[src/rtl/camera_capture.sv]
// camera_capture
//
// Upstream feeder of the detection state machine. Takes an RGB565 byte
// stream from the camera interface (already in the clk domain, qualified by
// byte_en), decimates it by DEC in both x and y, converts each kept pixel to
// 8-bit grey and writes it to frame memory. cap_done is high between
// completed frames and low while a frame is being written.
//
// Ports:
//   clk           system clock
//   rst           synchronous, active-high reset
//   byte_en       one-cycle strobe: cam_data holds a valid camera byte
//   vsync         frame sync, high = vertical blanking
//   href          line valid, bytes count only while high
//   cam_data      camera byte (first = RGB565[15:8], second = [7:0])
//   write_en_out  one-cycle memory write strobe
//   wr_addr       memory write address
//   wr_data       grey pixel
//   cap_done      high = last frame complete, no frame in progress
//   frame_err     high = last frame wrote a pixel count other than OUT_PIXELS

module camera_capture #(
    parameter int SRC_WIDTH  = 640,
    parameter int SRC_HEIGHT = 480,
    parameter int DEC        = 4,
    parameter int OUT_PIXELS = 19200
) (
    input  logic        clk,
    input  logic        rst,
    input  logic        byte_en,
    input  logic        vsync,
    input  logic        href,
    input  logic [7:0]  cam_data,
    output logic        write_en_out,
    output logic [14:0] wr_addr,
    output logic [7:0]  wr_data,
    output logic        cap_done,
    output logic        frame_err
);

    // Counter widths: x and line counters saturate at the source size, the
    // pixel count must reach OUT_PIXELS (up to 32768) so it needs 16 bits.
    localparam int XW = $clog2(SRC_WIDTH + 1);
    localparam int LW = $clog2(SRC_HEIGHT + 1);

    localparam logic [XW-1:0] SRC_WIDTH_X  = XW'(SRC_WIDTH);
    localparam logic [LW-1:0] SRC_HEIGHT_L = LW'(SRC_HEIGHT);
    localparam logic [XW-1:0] DEC_MASK_X   = XW'(DEC - 1);
    localparam logic [LW-1:0] DEC_MASK_L   = LW'(DEC - 1);
    localparam logic [15:0]   OUT_PIX_C    = 16'(OUT_PIXELS);

    typedef enum logic [1:0] {
        WAIT_SYNC = 2'd0,
        ACTIVE    = 2'd1,
        DONE      = 2'd2
    } state_t;

    state_t        state_q, state_d;
    logic          vsync_prev_q, href_prev_q;
    logic [XW-1:0] x_q, x_d;
    logic [LW-1:0] line_q, line_d;
    logic          phase_q, phase_d;
    logic [7:0]    hi_q, hi_d;
    logic [15:0]   pix_cnt_q, pix_cnt_d;
    logic          write_en_q, write_en_d;
    logic [14:0]   wr_addr_q, wr_addr_d;
    logic [7:0]    wr_data_q, wr_data_d;
    logic          cap_done_q, cap_done_d;
    logic          frame_err_q, frame_err_d;

    logic          vsync_rise, vsync_fall, href_rise, href_fall;
    logic [XW-1:0] x_cur;
    logic          phase_cur;
    logic          keep;
    logic [15:0]   pix_cnt_nxt;
    logic [15:0]   pixel;
    logic [7:0]    r8, g8, b8;
    logic [9:0]    grey_sum;

    // Edges are always taken against the registered copies of vsync/href.
    assign vsync_rise = ~vsync_prev_q &  vsync;
    assign vsync_fall =  vsync_prev_q & ~vsync;
    assign href_rise  = ~href_prev_q  &  href;
    assign href_fall  =  href_prev_q  & ~href;

    // Grey conversion: channels expanded to 8 bits by bit replication, then
    // (r + 2g + b) / 4, which fits in 10 bits without overflow.
    always_comb begin
        pixel    = {hi_q, cam_data};
        r8       = {pixel[15:11], pixel[15:13]};
        g8       = {pixel[10:5], pixel[10:9]};
        b8       = {pixel[4:0], pixel[4:2]};
        grey_sum = {2'b00, r8} + {1'b0, g8, 1'b0} + {2'b00, b8};
    end

    // A line start resets x and the byte phase in the same cycle, so a byte
    // arriving together with the href rising edge is already the first byte.
    always_comb begin
        x_cur     = href_rise ? '0 : x_q;
        phase_cur = href_rise ? 1'b0 : phase_q;
        keep      = ((x_cur & DEC_MASK_X) == '0) &&
                    ((line_q & DEC_MASK_L) == '0) &&
                    (x_cur < SRC_WIDTH_X) &&
                    (line_q < SRC_HEIGHT_L) &&
                    (pix_cnt_q < OUT_PIX_C);
    end

    always_comb begin
        state_d     = state_q;
        x_d         = x_q;
        line_d      = line_q;
        phase_d     = phase_q;
        hi_d        = hi_q;
        pix_cnt_d   = pix_cnt_q;
        pix_cnt_nxt = pix_cnt_q;
        write_en_d  = 1'b0;
        wr_addr_d   = wr_addr_q;
        wr_data_d   = wr_data_q;
        cap_done_d  = cap_done_q;
        frame_err_d = frame_err_q;

        case (state_q)
            WAIT_SYNC, DONE: begin
                if (vsync_fall) begin
                    wr_addr_d  = '0;
                    line_d     = '0;
                    x_d        = '0;
                    phase_d    = 1'b0;
                    pix_cnt_d  = '0;
                    cap_done_d = 1'b0;
                    state_d    = ACTIVE;
                end
            end

            ACTIVE: begin
                x_d     = x_cur;
                phase_d = phase_cur;

                if (byte_en && href) begin
                    if (!phase_cur) begin
                        hi_d    = cam_data;
                        phase_d = 1'b1;
                    end else begin
                        phase_d = 1'b0;
                        if (keep) begin
                            write_en_d  = 1'b1;
                            wr_addr_d   = pix_cnt_q[14:0];
                            wr_data_d   = 8'(grey_sum >> 2);
                            pix_cnt_nxt = pix_cnt_q + 16'd1;
                        end
                        if (x_cur < SRC_WIDTH_X) begin
                            x_d = x_cur + 1'b1;
                        end
                    end
                end
                pix_cnt_d = pix_cnt_nxt;

                // A half pixel left at the end of a line is dropped.
                if (href_fall) begin
                    phase_d = 1'b0;
                    if (line_q < SRC_HEIGHT_L) begin
                        line_d = line_q + 1'b1;
                    end
                end

                // The error check uses the count including a pixel completed
                // in this very cycle, whose write appears one cycle later.
                if (vsync_rise) begin
                    cap_done_d  = 1'b1;
                    frame_err_d = (pix_cnt_nxt != OUT_PIX_C);
                    state_d     = DONE;
                end
            end

            default: begin
                state_d = WAIT_SYNC;
            end
        endcase
    end

    // vsync_prev_q resets to 0, so a frame already running at reset never
    // produces a falling edge and is skipped.
    always_ff @(posedge clk) begin
        if (rst) begin
            state_q      <= WAIT_SYNC;
            vsync_prev_q <= 1'b0;
            href_prev_q  <= 1'b0;
            x_q          <= '0;
            line_q       <= '0;
            phase_q      <= 1'b0;
            hi_q         <= '0;
            pix_cnt_q    <= '0;
            write_en_q   <= 1'b0;
            wr_addr_q    <= '0;
            wr_data_q    <= '0;
            cap_done_q   <= 1'b0;
            frame_err_q  <= 1'b0;
        end else begin
            state_q      <= state_d;
            vsync_prev_q <= vsync;
            href_prev_q  <= href;
            x_q          <= x_d;
            line_q       <= line_d;
            phase_q      <= phase_d;
            hi_q         <= hi_d;
            pix_cnt_q    <= pix_cnt_d;
            write_en_q   <= write_en_d;
            wr_addr_q    <= wr_addr_d;
            wr_data_q    <= wr_data_d;
            cap_done_q   <= cap_done_d;
            frame_err_q  <= frame_err_d;
        end
    end

    assign write_en_out = write_en_q;
    assign wr_addr      = wr_addr_q;
    assign wr_data      = wr_data_q;
    assign cap_done     = cap_done_q;
    assign frame_err    = frame_err_q;

endmodule

[config.mk]
export PLATFORM = sky130hd
export DESIGN_NAME = camera_capture
export DESIGN_NICKNAME = d
export VERILOG_FILES = /design/src/rtl/camera_capture.sv
export SDC_FILE = /design/constraint.sdc
export NUM_CORES = 1
export LEC_CHECK = 0
export BUFFER_PORTS_ARGS = -buffer_cell sky130_fd_sc_hd__buf_2
export CAP_MARGIN = 5
export CORE_MARGIN = 2
export CORE_UTILIZATION = 66
export CTS_BUF_LIST = sky130_fd_sc_hd__clkbuf_8
export DETAILED_ROUTE_END_ITERATION = 7
export HOLD_SLACK_MARGIN = 0.08
export PLACE_DENSITY = 0.95
export REMOVE_ABC_BUFFERS = 1
export SYNTH_ARGS = -nofsm -noshare
export SYNTH_HDL_FRONTEND = slang
export SYNTH_SLANG_ARGS = --single-unit
[constraint.sdc]
create_clock -name clk -period 8.25 [get_ports clk]
set_clock_uncertainty 0.2 [all_clocks]
set_input_delay 0.4125 -clock clk [delete_from_list [all_inputs] [get_ports clk]]
set_output_delay 0.4125 -clock clk [all_outputs]
set_load 0.1 [all_outputs]
==> results of run 1 <==
## cell usage after synthesis (2+ instances only)
cell	n	share of area
sky130_fd_sc_hd__nand2_1	45	0.042
sky130_fd_sc_hd__nor3_2	2	0.0049
sky130_fd_sc_hd__nand2b_1	8	0.012
sky130_fd_sc_hd__nand4_1	8	0.012
sky130_fd_sc_hd__a211oi_1	4	0.0074
sky130_fd_sc_hd__o21a_1	3	0.0055
sky130_fd_sc_hd__a311oi_1	3	0.0065
sky130_fd_sc_hd__inv_1	16	0.015
sky130_fd_sc_hd__a32oi_1	3	0.0065
sky130_fd_sc_hd__nand3_1	21	0.026
sky130_fd_sc_hd__nor4_1	6	0.0092
sky130_fd_sc_hd__or3_1	8	0.012
sky130_fd_sc_hd__nor2_1	65	0.060
sky130_fd_sc_hd__dfxtp_1	74	0.36
sky130_fd_sc_hd__a211o_1	2	0.0043
sky130_fd_sc_hd__o31ai_1	3	0.0055
sky130_fd_sc_hd__buf_1	3	0.0028
sky130_fd_sc_hd__a41oi_1	2	0.0043
sky130_fd_sc_hd__fa_1	8	0.039
sky130_fd_sc_hd__buf_2	3	0.0037
sky130_fd_sc_hd__a31oi_1	9	0.014
sky130_fd_sc_hd__o2111ai_1	9	0.019
sky130_fd_sc_hd__clkbuf_1	26	0.024
sky130_fd_sc_hd__a2111oi_0	2	0.0043
sky130_fd_sc_hd__and2_1	5	0.0077
sky130_fd_sc_hd__xnor2_1	3	0.0065
sky130_fd_sc_hd__o31a_1	3	0.0065
sky130_fd_sc_hd__o21ai_0	25	0.031
sky130_fd_sc_hd__or4_1	2	0.0037
sky130_fd_sc_hd__nor3_1	17	0.021
sky130_fd_sc_hd__a22oi_1	3	0.0055
sky130_fd_sc_hd__nand4b_1	3	0.0065
sky130_fd_sc_hd__a21o_1	4	0.0074
sky130_fd_sc_hd__o311ai_0	2	0.0043
sky130_fd_sc_hd__a21oi_1	40	0.049
sky130_fd_sc_hd__mux2i_1	17	0.042
sky130_fd_sc_hd__nor2b_1	4	0.0062
sky130_fd_sc_hd__xor2_1	6	0.013
sky130_fd_sc_hd__and3_1	4	0.0062
sky130_fd_sc_hd__ha_1	13	0.040
## final timing paths
kind              depth (start not counted)  slack (ns)         end
hold reg to reg                           2        0.25  wr_addr[4]
hold / removal                            3        0.13     hi_q[0]
setup reg to reg                          9        4.96   frame_err
setup / recovery                          9        4.96   frame_err
## cell type report
| cell class | instances | area [um^2] | share of cell area |
|---|---|---|---|
| clock buffers | 11 | 151 | 0.0339 |
| well taps | 75 | 93.8 | 0.0210 |
| flip-flops and latches | 74 | 1480 | 0.331 |
| inverters | 16 | 60.1 | 0.0134 |
| multi-input cells | 379 | 2400 | 0.537 |
| clock inverters | 5 | 46.3 | 0.0104 |
| repair buffers | 44 | 235 | 0.0526 |
## per-stage QoR
| stage | area [um^2] | power (mW) | std cells | utilization | worst slack, ns |
|---|---|---|---|---|---|
| 2_1_floorplan | 3940 | 0.403 | 469 | - | 5.00 |
| 3_3_place_gp | 4270 | 0.423 | 588 | 0.721 | 5.01 |
| 3_5_place_dp | 4270 | 0.425 | 588 | 0.721 | 4.92 |
| 4_1_cts | 4470 | 0.702 | 604 | 0.755 | 5.01 |
| 5_1_grt | 4470 | 0.724 | 604 | 0.755 | 4.81 |
| 6_report | 4470 | 0.700 | 604 | 0.755 | 4.96 |
## per-layer routing
layer  vias up  wire length [um]  GRT usage
li1       1860                 -          -
met1      1830              4040      0.369
met2       191              4740      0.499
met3        40               769     0.0783
met4         0               325      0.134
met5         -                 0          0
## kinds of logic (layout without fill, tap and decap cells)
| family | Yosys count | count (layout) | synth area share |
|---|---|---|---|
| flip-flops | 74 | 74 | 0.364 |
| adder cells (fa/ha/maj) | 21 | 21 | 0.0794 |
| buffers and inverters | 48 | 76 | 0.0452 |
| AND/OR/NAND/NOR | 204 | 204 | 0.243 |
| multiplexers | 17 | 17 | 0.0418 |
| XOR/XNOR | 9 | 9 | 0.0194 |
| AO/OA/AOI/OAI | 128 | 128 | 0.206 |
## sequential cells by signal, indices dropped and copies added, names as in the netlist
| register | cells |
|---|---|
| wr_addr | 15 |
| phase_q | 1 |
| x_q | 10 |
| hi_q | 8 |
| cap_done | 1 |
| href_prev_q | 1 |
| write_en_out | 1 |
| wr_data | 8 |
| line_q | 9 |
| vsync_prev_q | 1 |
| state_q | 2 |
| frame_err | 1 |
| pix_cnt_q | 16 |
## worst reg2reg max path: stages, from the launching register on
cell                       delay, ns
sky130_fd_sc_hd__dfxtp_1        0.33
sky130_fd_sc_hd__nand2b_1       0.32
sky130_fd_sc_hd__nand2_1        0.24
sky130_fd_sc_hd__ha_1           0.19
sky130_fd_sc_hd__nand3b_1       0.11
sky130_fd_sc_hd__or4_1          0.57
sky130_fd_sc_hd__or3_1          0.54
sky130_fd_sc_hd__o31a_1         0.35
sky130_fd_sc_hd__nor3_1         0.21
sky130_fd_sc_hd__a31oi_1        0.11
## layout by cell type (no fill, tap or decap), types with 6 or more instances in the layout
cell type,count
sky130_fd_sc_hd__xor2_1,6
sky130_fd_sc_hd__dfxtp_1,74
sky130_fd_sc_hd__buf_4,6
sky130_fd_sc_hd__nand4_1,8
sky130_fd_sc_hd__mux2i_1,17
sky130_fd_sc_hd__fa_1,8
sky130_fd_sc_hd__nand3_1,21
sky130_fd_sc_hd__nor2_1,65
sky130_fd_sc_hd__o21ai_0,25
sky130_fd_sc_hd__buf_2,38
sky130_fd_sc_hd__a21oi_1,40
sky130_fd_sc_hd__nand2_1,45
sky130_fd_sc_hd__nor4_1,6
sky130_fd_sc_hd__clkbuf_8,11
sky130_fd_sc_hd__o2111ai_1,9
sky130_fd_sc_hd__or3_1,8
sky130_fd_sc_hd__inv_1,19
sky130_fd_sc_hd__ha_1,13
sky130_fd_sc_hd__nand2b_1,8
sky130_fd_sc_hd__a31oi_1,9
sky130_fd_sc_hd__nor3_1,17
## power by group through the flow
stage               combinational [mW]  clock, mW  sequential, mW
floorplan                       0.0326          0           0.370
global placement                0.0541          0           0.369
detailed placement              0.0561          0           0.369
CTS                             0.0565      0.285           0.361
global route                    0.0630      0.300           0.361
finish                          0.0573      0.282           0.361
==> flow_summary.yaml, run 1 <==
outcome:
  outcome: "finished clean"
critical_path:
  crit_path_end_kind: "register"
  worst_ep_arrival_time_ns: 3.32
  required_worst_endpoint_ns: 8.28
  critical_path.n_buffers_inverters: 0
  cpMaxStageDelayCell: "sky130_fd_sc_hd__or4_1"
  worst-path-max-fanout: 12
  cp_top_family: "simple AND/OR/NAND/NOR gates"
  timing.setup.critical_path_class: "register to register"
  worstReg2RegStart: "href_prev_q"
  worstSetupStartpointType: "register"
  cp-startpoint: "href_prev_q"
  worst_path_largest_cell_delay_ns: 0.57
  crit_chain: "nand2b_1 > nand2_1 > ha_1 > nand3b_1 > or4_1 > or3_1 > o31a_1 > nor3_1 > a31oi_1"
synthesis:
  post_synth_inst_count: 501
  ys_dominant_reg_cell: "sky130_fd_sc_hd__dfxtp_1"
  synthesis.area_mm2: 0.00407
  synth.ff_latch_count: 74
  async_flop_share: 0
  synth_enable_flop_cells: 0
  synth_seq_area_share: 0.364
  netlist-cell-type-count: 57
  yosysWarningCount: 0
  syn_avg_cell_area_um2: 8.12
power:
  p_seq_frac: 0.515
  power.net_switching_mw: 0.170
  cellLeakagePower_nw: 1.75
  p_per_area_mw_per_mm2: 157
  share_comb_of_total_power: 0.082
  p_clk_frac: 0.403
  power.ir.vdd_worst_v: 0.000146
  cellInternalPower_mw: 0.531
  power.share.switching: 0.242
grt:
  global_route.usage.total: 0.302
  antenna_found_initial: 0
  overflow_left_after_global_routing: 0
  pin_count_of_the_biggest_net_entering_global_routing: 68
  grt_pass1_vias: 3463
  grt_first_pass_wirelength_mm: 15.7
sta:
  finalWorstPathRequiredPeriod_ns: 3.29
  final_setup_tns_ns: 0
  post-route-period-util: 0.399
  final-setup-viol-count: 0
  fmax_mhz: 304
  timing_max_transition_violations_final: 0
  report.final.hold_viol_count: 0
  rsz0062_at_grt: "false"
  final.hold.worst_slack_ns: 0.133
  worstMarginPinSlew_ns: 0.836
  timing.max_slew.rel_slack: 0.441
clocking:
  clk_path_buf_depth: 2
  post_cts_hold_buffer_count: 0
  tritoncts_clock_tree: "yes"
  ctsResizeCount: 0
  cts-root-buf: "sky130_fd_sc_hd__clkbuf_8"
  cts.repair_timing.setup_buffer_count: 0
  numClockSinks: 74
  cts_max_level: 3
  worst_setup_hold_path_clk_slew_ns: 0.07
  number_of_buffers_added_by_the_clock_tree_synthesis_step: 9
  clock_latency_at_the_later_pin_of_the_worst_skew_pair_ns: 0.36
floorplan:
  coreArea_mm2: 0.00592
  i_o_pins: 39
  die_h_um: 82.5
  rows: 28
  die-area_mm2: 0.00681
  die_x_um: 82.5
  initial_core_util: 0.687
routing:
  routed-via-count: 3921
  drt_wl_total_mm: 9.87
  remaining_drc_errors: 0
  ant_nets: 0
  detail_route.iter0.violations: 478
  vias_per_cell: 6.49
  route.detailed.wl_per_inst_um: 16.3
  dr.pass1.iters: 5
final_layout:
  n_antenna_cell: 0
  filler_cell_count: 435
  number_of_nets_at_the_end_of_the_flow: 558
  final_layout_size_suffix_gt1_frac: 0.117
  areaGrowthSynthToFinish_pct: 9.91
min_path:
  classification_of_the_worst_slack_hold_path: "input port to register"
  hold_path.startpoint: "cam_data[0]"
placed_design:
  final_wtd_congestion: 0.983
  buffer_ports.inserted: 38
  hpwl_mm: 6.83
run:
  drv_cap: 0
Note: power is estimated with default switching activity, not from simulation.
==> inputs of run 2 (changes only) <==
--- a/config.mk
+++ b/config.mk
@@ -5,14 +5,15 @@
 export SDC_FILE = /design/constraint.sdc
 export NUM_CORES = 1
 export LEC_CHECK = 0
+export ABC_AREA = 1
 export BUFFER_PORTS_ARGS = -buffer_cell sky130_fd_sc_hd__buf_2
 export CAP_MARGIN = 5
 export CORE_MARGIN = 2
-export CORE_UTILIZATION = 66
+export CORE_UTILIZATION = 55
 export CTS_BUF_LIST = sky130_fd_sc_hd__clkbuf_8
 export DETAILED_ROUTE_END_ITERATION = 7
 export HOLD_SLACK_MARGIN = 0.08
-export PLACE_DENSITY = 0.95
+export PLACE_DENSITY = 0.87
 export REMOVE_ABC_BUFFERS = 1
 export SYNTH_ARGS = -nofsm -noshare
 export SYNTH_HDL_FRONTEND = slang
==> constraint.sdc (replaced) <==
create_clock -name clk -period 2.76 [get_ports clk]
set_clock_uncertainty 0.2 [all_clocks]
set_input_delay 0.138 -clock clk [delete_from_list [all_inputs] [get_ports clk]]
set_output_delay 0.138 -clock clk [all_outputs]
set_load 0.1 [all_outputs]
==> run 2 against run 1 <==
Clock power increased to 3.6 times the previous value. Critical endpoint is now wr_data[7]. Non-clock buffer count grew 11. Via count fell by 1.1%. Sequential cell count did not move. Combinational power grew to 3.5 times the previous value. Power rose to 3.3 times the previous value. Area after synthesis shrank 1.2%. Cell count up 20%.
==> flow_summary.yaml, run 2 <==
synthesis:
  ys_dominant_reg_cell: "sky130_fd_sc_hd__dfxtp_1"
  synth_enable_flop_cells: 0
  async_flop_share: 0
  syn_avg_cell_area_um2: 7.03
  netlist-cell-type-count: 41
  ys_top_cells_by_area: "sky130_fd_sc_hd__dfxtp_1 (37%), sky130_fd_sc_hd__nand2_1 (12%), sky130_fd_sc_hd__a21oi_1 (7.7%), sky130_fd_sc_hd__nor2_1 (6.4%), sky130_fd_sc_hd__inv_1 (6.0%)"
  synthesis.area_mm2: 0.00402
  synth.ff_latch_count: 74
  synth_seq_area_share: 0.369
  yosysWarningCount: 0
  synth_top_cell_by_area: "sky130_fd_sc_hd__dfxtp_1"
  synth_most_common_cell: "sky130_fd_sc_hd__nand2_1"
  netlist.area_leader.share: 0.369
  synth_top_cells_by_count: "sky130_fd_sc_hd__nand2_1 (128), sky130_fd_sc_hd__dfxtp_1 (74), sky130_fd_sc_hd__nor2_1 (68), sky130_fd_sc_hd__inv_1 (64), sky130_fd_sc_hd__a21oi_1 (62)"
  post_synth_inst_count: 572
floorplan:
  die-area_mm2: 0.00801
  initial_core_util: 0.560
  die_h_um: 89.5
  i_o_pins: 39
  coreArea_mm2: 0.00718
  rows: 31
  die_x_um: 89.5
routing:
  routed-via-count: 3877
  drt_wl_total_mm: 9.69
  ant_nets: 0
  remaining_drc_errors: 0
  route.detailed.wl_per_inst_um: 13.3
  vias_per_cell: 5.34
  detail_route.iter0.violations: 205
  dr.pass1.iters: 5
grt:
  overflow_left_after_global_routing: 0
  antenna_found_initial: 0
  global_route.usage.total: 0.260
  pin_count_of_the_biggest_net_entering_global_routing: 36
  grt_first_pass_wirelength_mm: 16.2
  grt_pass1_vias: 3680
placed_design:
  place_area_mm2: 0.00429
  hpwl_mm: 6.75
  placement.setup.worst_slack_ns: 0.147
  buffer_ports.inserted: 38
  final_wtd_congestion: 0.897
final_layout:
  final_layout_size_suffix_gt1_frac: 0.153
  n_antenna_cell: 0
  fin_util: 0.655
  top_register: "pix_cnt_q"
  stdcell_area_mm2: 0.00470
  largest_register_ff_count: 16
  layout_common_cells: "sky130_fd_sc_hd__nand2_1 (127), sky130_fd_sc_hd__dfxtp_1 (74), sky130_fd_sc_hd__inv_1 (66), sky130_fd_sc_hd__nor2_1 (66), sky130_fd_sc_hd__a21oi_1 (62)"
  number_of_nets_at_the_end_of_the_flow: 656
  layout.cells.most_common: "sky130_fd_sc_hd__nand2_1"
  areaGrowthSynthToFinish_pct: 16.9
sta:
  final-setup-viol-count: 0
  worstMarginPinSlew_ns: 0.594
  fmax_mhz: 380
  timing.max_slew.rel_slack: 0.602
  final.hold.worst_slack_ns: 0.161
  finalWorstPathRequiredPeriod_ns: 2.63
  report.final.hold_viol_count: 0
  post-route-worst-setup-slack_ns: 0.127
  timing_max_transition_violations_final: 0
  post-route-period-util: 0.954
clocking:
  clock_latency_at_the_later_pin_of_the_worst_skew_pair_ns: 0.35
  cts_max_level: 3
  tritoncts_clock_tree: "yes"
  clk_path_buf_depth: 2
  cts-root-buf: "sky130_fd_sc_hd__clkbuf_8"
  worst_setup_hold_path_clk_slew_ns: 0.07
  numClockSinks: 74
  number_of_buffers_added_by_the_clock_tree_synthesis_step: 9
run:
  drv_cap: 0
critical_path:
  required_worst_endpoint_ns: 2.84
  worst_ep_arrival_time_ns: 2.72
  crit_path_end_kind: "register"
  cpMaxStageDelayCell: "sky130_fd_sc_hd__dlygate4sd3_1"
  crit_chain: "dlygate4sd3_1 > buf_2 > fa_1 > nand3_1 > fa_2 > o21ai_2 > a21oi_1 > o21bai_1 > nand2_1 > nand2_1 > nand2_1 > a21oi_1"
  worstSetupStartpointType: "input port"
  worst_reg2reg_endpoint: "frame_err"
  worstReg2RegStart: "href_prev_q"
  worst_path_largest_cell_delay_ns: 0.54
  worst-path-max-fanout: 3
  timing.setup.critical_path_class: "input port to register"
  r2r_slack_ns: 0.17
  rr_worst_depth: 19
  cpMostUsedCell: "sky130_fd_sc_hd__nand2_1"
outcome:
  outcome: "finished clean"
power:
  power.ir.vdd_worst_v: 0.000447
  p_per_area_mw_per_mm2: 491
  design_power_total_mw: 2.31
  cellLeakagePower_nw: 1.95
min_path:
  classification_of_the_worst_slack_hold_path: "input port to register"
  hold_path.startpoint: "href"
  worst_hold_path.endpoint: "x_q[7]"
  hold_path_depth: 6
## run 2: cell types whose count changed in the layout (fill, tap and decap cells not counted), sizes merged, moves of 9 or more
| cell | change |
|---|---|
| inv | +55 |
| nand2 | +90 |
| a21oi | +22 |
| nand3 | +26 |
| mux2i | -17 |
| nor2 | +10 |
| dlygate4sd3 | +12 |
| o2111ai | -9 |
## run 2: where the power goes
| group | internal, mW | total [mW] | switching (mW) |
|---|---|---|---|
| clock network | 0.621 | 1.02 | 0.404 |
| logic | 0.0678 | 0.203 | 0.135 |
| registers | 1.07 | 1.08 | 0.00521 |
| total | 1.76 | 2.31 | 0.544 |
## run 2: cell type report
class / count / area [um^2]
fill: 589 / 2480
multi-input combinational: 408 / 2220
sequential: 74 / 1480
timing repair buffer: 55 / 348
inverter: 74 / 280
clock buffer: 10 / 138
tap: 99 / 124
clock inverter: 6 / 106
## run 2: routing by layer
metal	vias up	global-route usage	part of all wire
met5	-	0	0
met1	1766	0.302	0.41
li1	1951	-	-
met2	134	0.454	0.51
met4	0	0.100	0.021
met3	26	0.0693	0.061
## run 2: worst max path at each step
stage | from | depth (start not counted) | to | slack (ns)
2_1_floorplan | state_q[0] | 11 | line_q[7] | 0.33
3_5_place_dp | hi_q[2] | 10 | wr_data[7] | 0.15
4_1_cts | cam_data[3] | 12 | wr_data[7] | 0.03
6_report | cam_data[3] | 12 | wr_data[7] | 0.13
3_3_place_gp | hi_q[2] | 10 | wr_data[7] | 0.29
5_1_grt | state_q[0] | 9 | hi_q[0] | -0.02
## run 2: worst max-delay path, delay by kind of cell
family	cells	cell delay [ns]
adder cells (fa/ha/maj)	2	0.95
buffers and inverters	2	0.69
AO/OA/AOI/OAI	4	0.62
AND/OR/NAND/NOR	4	0.34
## run 2: per-stage QoR
stage / TNS, ns / std cells
detailed placement: 0 / 697
finish: 0 / 726
CTS: 0 / 725
global route: -0.0310 / 726
floorplan: 0 / 556
global placement: 0 / 697
## run 2: cells by family (layout without fill, tap and decap cells)
kind of cell,count (synthesis),in the layout,synth area share
compound gates,107,107,0.149
xor+xnor,8,8,0.0174
fa+ha+maj,21,21,0.0803
buf+inv,90,145,0.0869
flops,74,74,0.369
simple gates,272,272,0.298
## run 2: timing repair
action / CTS / global route
resized for setup: 0 / 11
endpoints found under the setup margin: 0 / 4
hold buffers: 12 / 0
buffers inserted: 0 / 1
hold endpoints to repair: 35 / 0
==> inputs of run 3 (changes only) <==
--- a/config.mk
+++ b/config.mk
@@ -13,7 +13,7 @@
 export CTS_BUF_LIST = sky130_fd_sc_hd__clkbuf_8
 export DETAILED_ROUTE_END_ITERATION = 7
 export HOLD_SLACK_MARGIN = 0.08
-export PLACE_DENSITY = 0.87
+export PLACE_DENSITY_LB_ADDON = 0.05
 export REMOVE_ABC_BUFFERS = 1
 export SYNTH_ARGS = -nofsm -noshare
 export SYNTH_HDL_FRONTEND = slang
==> run 3 against run 2 <==
Routed wire length is 4.3% lower. Largest power group unchanged. First-iteration DRC count is 13% lower. Die area stayed put. Sequential power hardly changed. Fmax is 3.0% higher. Worst hold slack better by 0.094 ns.
==> flow_summary.yaml, run 3 (synthesis results as in run 2) <==
routing:
  route.detailed.wl_per_inst_um: 12.8
  ant_nets: 0
  routed-via-count: 3773
  detail_route.iter0.violations: 179
  drt_wl_total_mm: 9.27
  dr.pass1.iters: 4
  remaining_drc_errors: 0
  vias_per_cell: 5.20
clocking:
  cts_max_level: 3
  number_of_buffers_added_by_the_clock_tree_synthesis_step: 9
  clock_latency_at_the_later_pin_of_the_worst_skew_pair_ns: 0.36
  clk_path_buf_depth: 2
  cts-root-buf: "sky130_fd_sc_hd__clkbuf_8"
  numClockSinks: 74
  tritoncts_clock_tree: "yes"
  worst_setup_hold_path_clk_slew_ns: 0.08
sta:
  finalWorstPathRequiredPeriod_ns: 2.56
  worstMarginPinSlew_ns: 0.511
  fmax_mhz: 391
  report.final.hold_viol_count: 0
  final-setup-viol-count: 0
  final.hold.worst_slack_ns: 0.255
  timing.max_slew.rel_slack: 0.662
  timing_max_transition_violations_final: 0
  post-route-period-util: 0.926
floorplan:
  die-area_mm2: 0.00801
  rows: 31
  coreArea_mm2: 0.00718
  initial_core_util: 0.560
  die_x_um: 89.5
  die_h_um: 89.5
  i_o_pins: 39
placed_design:
  place_area_mm2: 0.00430
  final_wtd_congestion: 0.871
  buffer_ports.inserted: 38
  hpwl_mm: 6.54
  dp_cells: 698
critical_path:
  worst-path-max-fanout: 3
  timing.setup.critical_path_class: "input port to register"
  worstSetupStartpointType: "input port"
  worst_ep_arrival_time_ns: 2.64
  required_worst_endpoint_ns: 2.85
  crit_path_end_kind: "register"
final_layout:
  stdcell_area_mm2: 0.00464
  final_cell_count_no_fill: 726
  layout.cells.most_common: "sky130_fd_sc_hd__nand2_1"
  n_antenna_cell: 0
  largest_register_ff_count: 16
  areaGrowthSynthToFinish_pct: 15.6
  layout_common_cells: "sky130_fd_sc_hd__nand2_1 (128), sky130_fd_sc_hd__dfxtp_1 (74), sky130_fd_sc_hd__nor2_1 (67)"
  final_layout_size_suffix_gt1_frac: 0.152
  top_register: "pix_cnt_q"
  number_of_nets_at_the_end_of_the_flow: 656
grt:
  global_route.usage.total: 0.242
  grt_pass1_vias: 3349
  overflow_left_after_global_routing: 0
  antenna_found_initial: 0
  pin_count_of_the_biggest_net_entering_global_routing: 35
  grt_first_pass_wirelength_mm: 15.1
power:
  p_per_area_mw_per_mm2: 466
  power.net_switching_mw: 0.559
  power.share.switching: 0.259
  share_comb_of_total_power: 0.093
  cellLeakagePower_nw: 1.92
  p_seq_frac: 0.499
  power.ir.vdd_worst_v: 0.000323
  p_clk_frac: 0.409
  cellInternalPower_mw: 1.60
outcome:
  outcome: "finished clean"
run:
  drv_cap: 0
min_path:
  classification_of_the_worst_slack_hold_path: "register to register"
-- run 3: changes by cell type in the layout (fill, tap and decap cells not counted), sizes merged --
cell	before	now
clkbuf	10	11
bufinv	3	1
inv	74	73
clkinvlp	0	2
-- run 3: power by group through the flow --
stage               registers [mW]  logic [mW]  clock network (mW)
finish                        1.08       0.200               0.884
global route                  1.08       0.223               0.938
CTS                           1.08       0.198               0.896
detailed placement            1.10       0.183                   0
global placement              1.10       0.182                   0
floorplan                     1.11       0.104                   0
-- run 3: repair_timing --
action | CTS | global route
setup endpoints to repair | 0 | 4
gates resized for setup | 0 | 8
setup buffers | 0 | 0
hold buffers | 12 | 0
hold endpoints to repair | 35 | 0
-- run 3: worst paths after layout --
path                end  slack, ns  cells after the start   startpoint
max          wr_data[7]       0.20                     12  cam_data[3]
min           line_q[8]       0.26                      2    line_q[8]
max reg2reg   frame_err       0.31                     16  href_prev_q
min reg2reg   line_q[8]       0.26                      2    line_q[8]
-- run 3: layer usage --
layer  vias to the layer above  part of all wire  global-route usage  routed length (um)
met4                         0            0.0087              0.0583                  81
met1                      1748              0.45               0.303                4210
met3                         7             0.046              0.0545                 425
met5                         -                 0                   0                   0
li1                       1946                 -                   -                   -
met2                        72              0.49               0.422                4550
-- run 3: area by class of cell --
| class | count | area (um^2) |
|---|---|---|
| Sequential cell | 74 | 1480 |
| Multi-Input combinational cell | 408 | 2210 |
| Clock buffer | 11 | 151 |
| Timing Repair Buffer | 55 | 348 |
| Clock inverter | 5 | 53.8 |
| Inverter | 74 | 280 |
| Fill cell | 653 | 2530 |
| Tap cell | 99 | 124 |
-- run 3: critical path, cell delays in order --
cell and delay [ns]:
sky130_fd_sc_hd__dlygate4sd3_1 0.52, sky130_fd_sc_hd__buf_2 0.15, sky130_fd_sc_hd__fa_1 0.53, sky130_fd_sc_hd__nand3_1 0.13, sky130_fd_sc_hd__fa_2 0.39, sky130_fd_sc_hd__o21ai_2 0.19, sky130_fd_sc_hd__a21oi_1 0.09, sky130_fd_sc_hd__o21bai_1 0.21
sky130_fd_sc_hd__nand2_1 0.08, sky130_fd_sc_hd__nand2_1 0.06, sky130_fd_sc_hd__nand2_1 0.04, sky130_fd_sc_hd__a21oi_1 0.12
-- run 3: metrics by stage --
step                TNS [ns]  worst slack (ns)  power (mW)   util
floorplan                  0             0.331        1.22      -
detailed placement         0             0.197        1.29  0.599
finish                     0             0.204        2.16  0.647
global route         -0.0190           -0.0190        2.24  0.647
CTS                        0            0.0320        2.17  0.645
global placement           0             0.256        1.28  0.599
